==> src/rtl/ffe_data_memory_arbiter.sv <==
// Two-port ownership arbiter for the FFE data memory: Req/Grant handshake, mux Select,
// turnaround drain on every ownership change, and per-port read-data-valid strobes.
module ffe_data_memory_arbiter #(
  parameter int unsigned READ_LATENCY = 1,
  parameter int unsigned MAX_BURST    = 16,
  parameter bit          ROUND_ROBIN  = 1'b1
) (
  input  logic ClockIn,
  input  logic ResetIn_n,
  input  logic Req0,
  input  logic Req1,
  input  logic ReadEnable0,
  input  logic ReadEnable1,
  output logic Grant0,
  output logic Grant1,
  output logic Select,
  output logic RdValid0,
  output logic RdValid1,
  output logic Busy
);

  localparam int unsigned CntW = $clog2(MAX_BURST + 2);
  localparam logic [CntW-1:0] BurstMax = CntW'(MAX_BURST);
  localparam logic [2:0]      DrainLen = 3'(READ_LATENCY);

  typedef enum logic [1:0] {StIdle, StGrant0, StGrant1, StDrain} state_e;

  state_e                  state_q, state_d;
  logic                    last_owner_q, last_owner_d;
  logic [CntW-1:0]         burst_q, burst_d;
  logic [2:0]              drain_q, drain_d;
  logic                    grant0_q, grant0_d;
  logic                    grant1_q, grant1_d;
  logic                    select_q, select_d;
  logic                    busy_q, busy_d;
  logic [READ_LATENCY-1:0] pipe0_q, pipe0_d;
  logic [READ_LATENCY-1:0] pipe1_q, pipe1_d;
  logic                    preempt0, preempt1;

  // State register
  always_ff @(posedge ClockIn) begin
    if (!ResetIn_n) begin
      state_q      <= StIdle;
      last_owner_q <= 1'b1;
      burst_q      <= '0;
      drain_q      <= '0;
      grant0_q     <= 1'b0;
      grant1_q     <= 1'b0;
      select_q     <= 1'b0;
      busy_q       <= 1'b0;
      pipe0_q      <= '0;
      pipe1_q      <= '0;
    end else begin
      state_q      <= state_d;
      last_owner_q <= last_owner_d;
      burst_q      <= burst_d;
      drain_q      <= drain_d;
      grant0_q     <= grant0_d;
      grant1_q     <= grant1_d;
      select_q     <= select_d;
      busy_q       <= busy_d;
      pipe0_q      <= pipe0_d;
      pipe1_q      <= pipe1_d;
    end
  end

  assign preempt0 = (MAX_BURST != 0) && Req1 && (burst_q == BurstMax);
  assign preempt1 = (MAX_BURST != 0) && Req0 && (burst_q == BurstMax);

  // Next-state logic
  always_comb begin
    state_d = state_q;
    unique case (state_q)
      StIdle: begin
        if (Req0 && Req1) begin
          state_d = (ROUND_ROBIN && !last_owner_q) ? StGrant1 : StGrant0;
        end else if (Req0) begin
          state_d = StGrant0;
        end else if (Req1) begin
          state_d = StGrant1;
        end
      end
      StGrant0: if (!Req0 || preempt0) state_d = StDrain;
      StGrant1: if (!Req1 || preempt1) state_d = StDrain;
      StDrain: begin
        // The port that did not own the memory gets first pick out of the drain.
        if (drain_q == DrainLen) begin
          if (select_q) begin
            state_d = Req0 ? StGrant0 : (Req1 ? StGrant1 : StIdle);
          end else begin
            state_d = Req1 ? StGrant1 : (Req0 ? StGrant0 : StIdle);
          end
        end
      end
      default: state_d = StIdle;
    endcase
  end

  // Output and bookkeeping logic, registered from the next state
  always_comb begin
    grant0_d     = (state_d == StGrant0);
    grant1_d     = (state_d == StGrant1);
    busy_d       = (state_d != StIdle);
    select_d     = select_q;
    last_owner_d = last_owner_q;
    if (state_d == StGrant0) begin
      select_d     = 1'b0;
      last_owner_d = 1'b0;
    end else if (state_d == StGrant1) begin
      select_d     = 1'b1;
      last_owner_d = 1'b1;
    end

    burst_d = '0;
    if (grant0_d || grant1_d) begin
      if (state_d != state_q) begin
        burst_d = {{(CntW-1){1'b0}}, 1'b1};
      end else if (burst_q != {CntW{1'b1}}) begin
        burst_d = burst_q + 1'b1;
      end else begin
        burst_d = burst_q;
      end
    end

    drain_d = '0;
    if (state_d == StDrain) begin
      drain_d = (state_q == StDrain) ? drain_q + 3'd1 : 3'd1;
    end

    // Accepted reads travel READ_LATENCY stages; the last stage is the valid strobe.
    pipe0_d    = pipe0_q << 1;
    pipe1_d    = pipe1_q << 1;
    pipe0_d[0] = !select_q && grant0_q && ReadEnable0;
    pipe1_d[0] = select_q && grant1_q && ReadEnable1;
  end

  assign Grant0   = grant0_q;
  assign Grant1   = grant1_q;
  assign Select   = select_q;
  assign Busy     = busy_q;
  assign RdValid0 = pipe0_q[READ_LATENCY-1];
  assign RdValid1 = pipe1_q[READ_LATENCY-1];

endmodule
==> config.mk <==
export PLATFORM = sky130hd
export DESIGN_NAME = ffe_data_memory_arbiter
export DESIGN_NICKNAME = d
export VERILOG_FILES = /design/src/rtl/ffe_data_memory_arbiter.sv
export SDC_FILE = /design/constraint.sdc
export NUM_CORES = 1
export LEC_CHECK = 0
export BUFFER_PORTS_ARGS = -buffer_cell sky130_fd_sc_hd__clkbuf_2
export CELL_PAD_IN_SITES_DETAIL_PLACEMENT = 0
export CELL_PAD_IN_SITES_GLOBAL_PLACEMENT = 1
export CORE_UTILIZATION = 45
export CTS_CLUSTER_DIAMETER = 80
export DETAILED_ROUTE_END_ITERATION = 8
export PLACE_DENSITY_LB_ADDON = 0.1
export SLEW_MARGIN = 40
export SYNTH_ARGS = -nofsm -noshare
export SYNTH_HDL_FRONTEND = slang
export SYNTH_SLANG_ARGS = --single-unit
export TNS_END_PERCENT = 10
==> constraint.sdc <==
create_clock -name ClockIn -period 4.1 [get_ports ClockIn]
set_clock_uncertainty 0.1 [all_clocks]
set_input_delay 0.41 -clock ClockIn [delete_from_list [all_inputs] [get_ports ClockIn]]
set_output_delay 0.41 -clock ClockIn [all_outputs]
set_load 0.01 [all_outputs]
; After elaboration in Yosys (flattened, before gate mapping)
; Index checks and enable logic that the tools add are counted.
; W data, S select, Z words.
[classes]
n_addsub = 2
eq_ne = 10
mux = 18
bitwise = 2
reduce_logical = 22
[op_table]
columns = op, n
row1 = $mux W2, 11
row2 = $eq A2 B2 Y1 const B, 4
row3 = $pmux W2 S4, 1
row4 = $logic_and A1 B1 Y1, 7
row5 = $mux W1, 6
row6 = $reduce_bool A2 Y1, 3
row7 = $add A5 B1 Y5 const B, 1
row8 = $eq A5 B5 Y1 const B, 1
row9 = $ne A5 B5 Y1 const B, 1
row10 = $eq A2 B1 Y1 const B, 2
row11 = $reduce_and A2 Y1, 2
row12 = $add A3 B1 Y3 const B, 1
row13 = $eq A3 B1 Y1 const B, 1
row14 = $logic_not A1 Y1, 3
row15 = $logic_or A1 B1 Y1, 3
row16 = $reduce_and A3 Y1, 1
row17 = $reduce_or A3 Y1, 1
row18 = $logic_not A2 Y1, 1
row19 = $ne A2 B2 Y1, 1
row20 = $not A1 Y1, 2
row21 = $reduce_or A2 Y1, 1
[word_totals]
regBits = 17
input_bits = 6
out_inout_bits = 6
word_cells = 66

; Logic depth before layout (Yosys ltp)
[depth]
depth_word = 9
depth_mapped = 7
mapped_depth_nobuf = 7

; Worst setup path before layout
; Ideal clock, no wire load.
[synth_path]
path_kind = register -> register
startpoint = reg burst_q[0]
endpoint = reg burst_q[1]
setup_ns = 0.064
t_arrival_ns = 1.630
required_time_ns = 3.936
path_slack_ns = 2.306
stages_incl_launch_ff = 8
n_path_buf = 0
period_less_slack_ns = 1.794
path_cell_list = dfxtp_1 inv_1 ha_1 and4bb_4 a311oi_2 o21ai_4 o32a_4 nor2_1
[synth_via]
elab_chain_cells = 9
word_cells_on_any_way = 16
cone_classes = add/sub: 1 / eq/ne: 5 / mux: 3 / bitwise: 1 / reduce/logical: 6
[synth_lines]
columns = element, line
row1 = "start, declared", 30  ; logic [CntW-1:0] burst_q, burst_d;
row2 = "start signal, assigned", 56  ; burst_q <= burst_d;
row3 = $eq A5 B5 Y1, "67, 68"
row4 = $logic_and A1 B1 Y1 (on tied branches), "68, 67"
row5 = $logic_or A1 B1 Y1 (on tied branches), "84, 83"
row6 = $mux W2 (on tied branches), "84, 83"
row7 = $pmux W2 S4, 73  ; unique case (state_q)
row8 = $eq A2 B1 Y1 or $eq A2 B2 Y1 (tied branches), "101, 102"
row9 = $logic_or A1 B1 Y1, 115  ; if (grant0_d || grant1_d) begin
row10 = $not A1 Y1 (no source line), --
row11 = $reduce_or A3 Y1 (no source line), --
; Parallel ways exist; a longest one is shown, timed or not.
; A chain may end at the register's enable or synchronous reset.

; Worst setup path after layout
[layout_path]
startpoint = reg burst_q[0]
endpoint = reg burst_q[4]
; The elaborated chain is that of the path after synthesis.

==> flow_summary.toml <==
[grt]
use_met3_pct = 6.35
grt_max_degree = 13
gr-usage-met1_pct = 20.8
antenna_found_initial = 0
grtUsageTotal_pct = 17.6
grt_pass1_vias = 594
grt_pass1_wl_um = 2570
grt-ovfl-total = 0
busiest_layer = "met2"
grtUsageMet2_pct = 29.4

[floorplan]
die_w_um = 45.6
io_pins = 12
die_h_um = 45.6
start_util_pct = 49.0
dieArea_um2 = 2080
row_count = 15
core_um2 = 1750

[worst_hold_path]
min_to = "RdValid0$_SDFF_PN0_"
hold_path.class = "in -> reg"
whs_path_depth = 3
hp-start = "ReadEnable0"

[status]
status = "finished, final reports clean"

[synthesis]
syn_inst = 89
yosys.area.top_type = "dfxtp_1"
synth_top_area_share_pct = 39.8
synthTopCellsByArea = "dfxtp_1, ha_1, nor2_1"
syn_avg_cell_area_um2 = 9.60
synth.top_cells.by_count = "dfxtp_1, nor2_1, nand2_1"
synth_edf_count = 0
synthAdderAreaFrac_pct = 7.32
yosys_register_bits = 17
synthArstFlopShare_pct = 0
synth_mux_area_share_pct = 2.34
synthSimpleGateAreaFrac_pct = 27.8
synthXorXnorAreaFrac_pct = 4.10
yosys_most_used_dff = "dfxtp_1"
synth_top_family_by_area = "simple AND/OR/NAND/NOR gates"
syn_area_um2 = 855
synth_warnings = 0
synth.most_common_cell = "dfxtp_1"
syn-num-nets = 100
ys_types = 34
synth_compound_area_share_pct = 14.5
yosysSeqAreaShare_pct = 39.8

[power]
powerDensity_nw_per_um2 = 423
power_uw = 403
p_leak_uw = 0.000382
ir_drop_mv = 0.237

[clock_network]
cts_buffer_depth = 2
cts_max_level = 1
cts_tree = "yes"
cts_sinks = 17
cts_made_buffers = 3
path_clk_slew_ns = 0.09
cts.repair.resized = 0
ctsHoldBuffers = 0
clock_latency_ns = 0.28
cts_root_buffer = "clkbuf_4"
post-cts-setup-buffers = 0

[routing]
vias = 651
firstDrtPassIters = 4
drtIter0Drc = 12
drt_wl_total_um = 1510
wl_per_cell_um = 11.9
post-route-drc-count = 0
viasPerCell = 5.13
drtAntennaViolNets = 0

[setup_path]
crit_fanout = 8
cp_data_arrival_time_ns = 2.11
slowest_delay_ns = 0.41
required_ns = 4.23
rr_worst_depth = 7
reg2reg_from = "burst_q[0]$_SDFFE_PN0P_"
crit_path_start_kind = "flip-flop"
end_kind = "flip-flop"
cp_slowest_cell = "dfxtp_1"
worstReg2RegEnd = "burst_q[4]$_SDFFE_PP0P_"
r2r_slack_ns = 2.12
crit_chain = "inv_1 > ha_1 > and4bb_4 > a311oi_2 > o21ai_4 > o32a_4 > nor2_1"
critical_path_class = "reg -> reg"

[timing]
fin_crit_sh_pct = 48.2
setup_violations = 0
rsz0062_at_grt = "false"
relSlewSlack_pct = 70.5
hold_violations = 0
timing.final.crit_period_ns = 1.98
worst_pin_slew_ns = 0.441
finalSetupTns_ns = 0
fin_hold_ws_ns = 0.218
fmax_ghz = 0.506
drv_slew = 0

[cells_and_area]
final_nets = 114
n_fill_cell = 189
drive_gt1_share_pct = 21.6
antenna_cells = 0
area_delta_synth_final_pct = 11.3

[run]
maxCapViolations = 0

[placed_design]
routabilityCongestion = 0.736
portBuffers = 11
hpwlAfterDp_um = 1140
flip-flops by register name, summed over array words and instances (netlist names):
name / count
Busy: 1
Grant0: 1
Grant1: 1
RdValid0: 1
RdValid1: 1
Select: 1
burst_q: 5
drain_q: 3
last_owner_q: 1
state_q: 2
report_power, final:
part           switching [uW]  internal (uW)
Clock                    47.5           37.8
Combinational            59.0           48.0
Sequential               25.0            185
per-stage QoR:
step,instance area (um^2),worst slack (ns),std cells,util [%]
2_1_floorplan,855,2.31,89,-
4_1_cts,951,2.08,127,54.5
3_5_place_dp,925,2.12,123,53.0
3_3_place_gp,925,2.15,123,53.0
5_1_grt,951,2.02,127,54.5
6_report,951,2.12,127,54.5
area by class of cell:
class	count	area [um^2]	share of cell area, %
Clock buffer	4	26.3	2.76
Inverter	5	18.8	1.97
Multi-Input combinational cell	65	479	50.4
Sequential cell	17	340	35.8
Tap cell	25	31.3	3.29
Timing Repair Buffer	11	55.1	5.79
layout by cell type, fill, tap and decap left out, types with 2 or more instances in the layout:
master	instances
dfxtp_1	17
nor2_1	11
clkbuf_2	11
nand2_1	7
inv_1	5
ha_1	5
nand2b_1	4
nor2b_1	3
nor3_1	3
clkbuf_4	3
nand4b_1	2
nand3b_1	2
a21oi_1	2
nor3_2	2
nand3_1	2
xor2_1	2
xnor2_1	2
mux2i_1	2
critical path, delay by kind of cell (launching register included):
family,cells,cell delay [ns]
compound gates,3,0.82
fa+ha+maj,1,0.21
flops,1,0.41
buf+inv,1,0.06
simple gates,2,0.32
kinds of logic after synthesis:
kind of cell,count (synthesis)
flops,17
fa+ha+maj,5
xor+xnor,4
buf+inv,7
mux,2
simple gates,41
compound gates,13
how the worst max path moves through the flow:
stage / from / endpoint / slack [ns]
after floorplan: burst_q[0]$_SDFFE_PN0P_ / burst_q[1]$_SDFFE_PP0P_ / 2.31
after global placement: burst_q[0]$_SDFFE_PN0P_ / burst_q[4]$_SDFFE_PP0P_ / 2.15
after detailed placement: burst_q[0]$_SDFFE_PN0P_ / burst_q[4]$_SDFFE_PP0P_ / 2.12
after CTS: burst_q[0]$_SDFFE_PN0P_ / burst_q[4]$_SDFFE_PP0P_ / 2.08
after global routing: burst_q[0]$_SDFFE_PN0P_ / drain_q[2]$_SDFF_PN0_ / 2.02
final: burst_q[0]$_SDFFE_PN0P_ / burst_q[4]$_SDFFE_PP0P_ / 2.12
metal layers:
metal | vias up | routed length [um]
met5 | - | 0
li1 | 337 | -
met1 | 301 | 705
met3 | 0 | 69
met4 | 0 | 0
met2 | 13 | 737
Note: power is estimated with default switching activity, not from simulation.
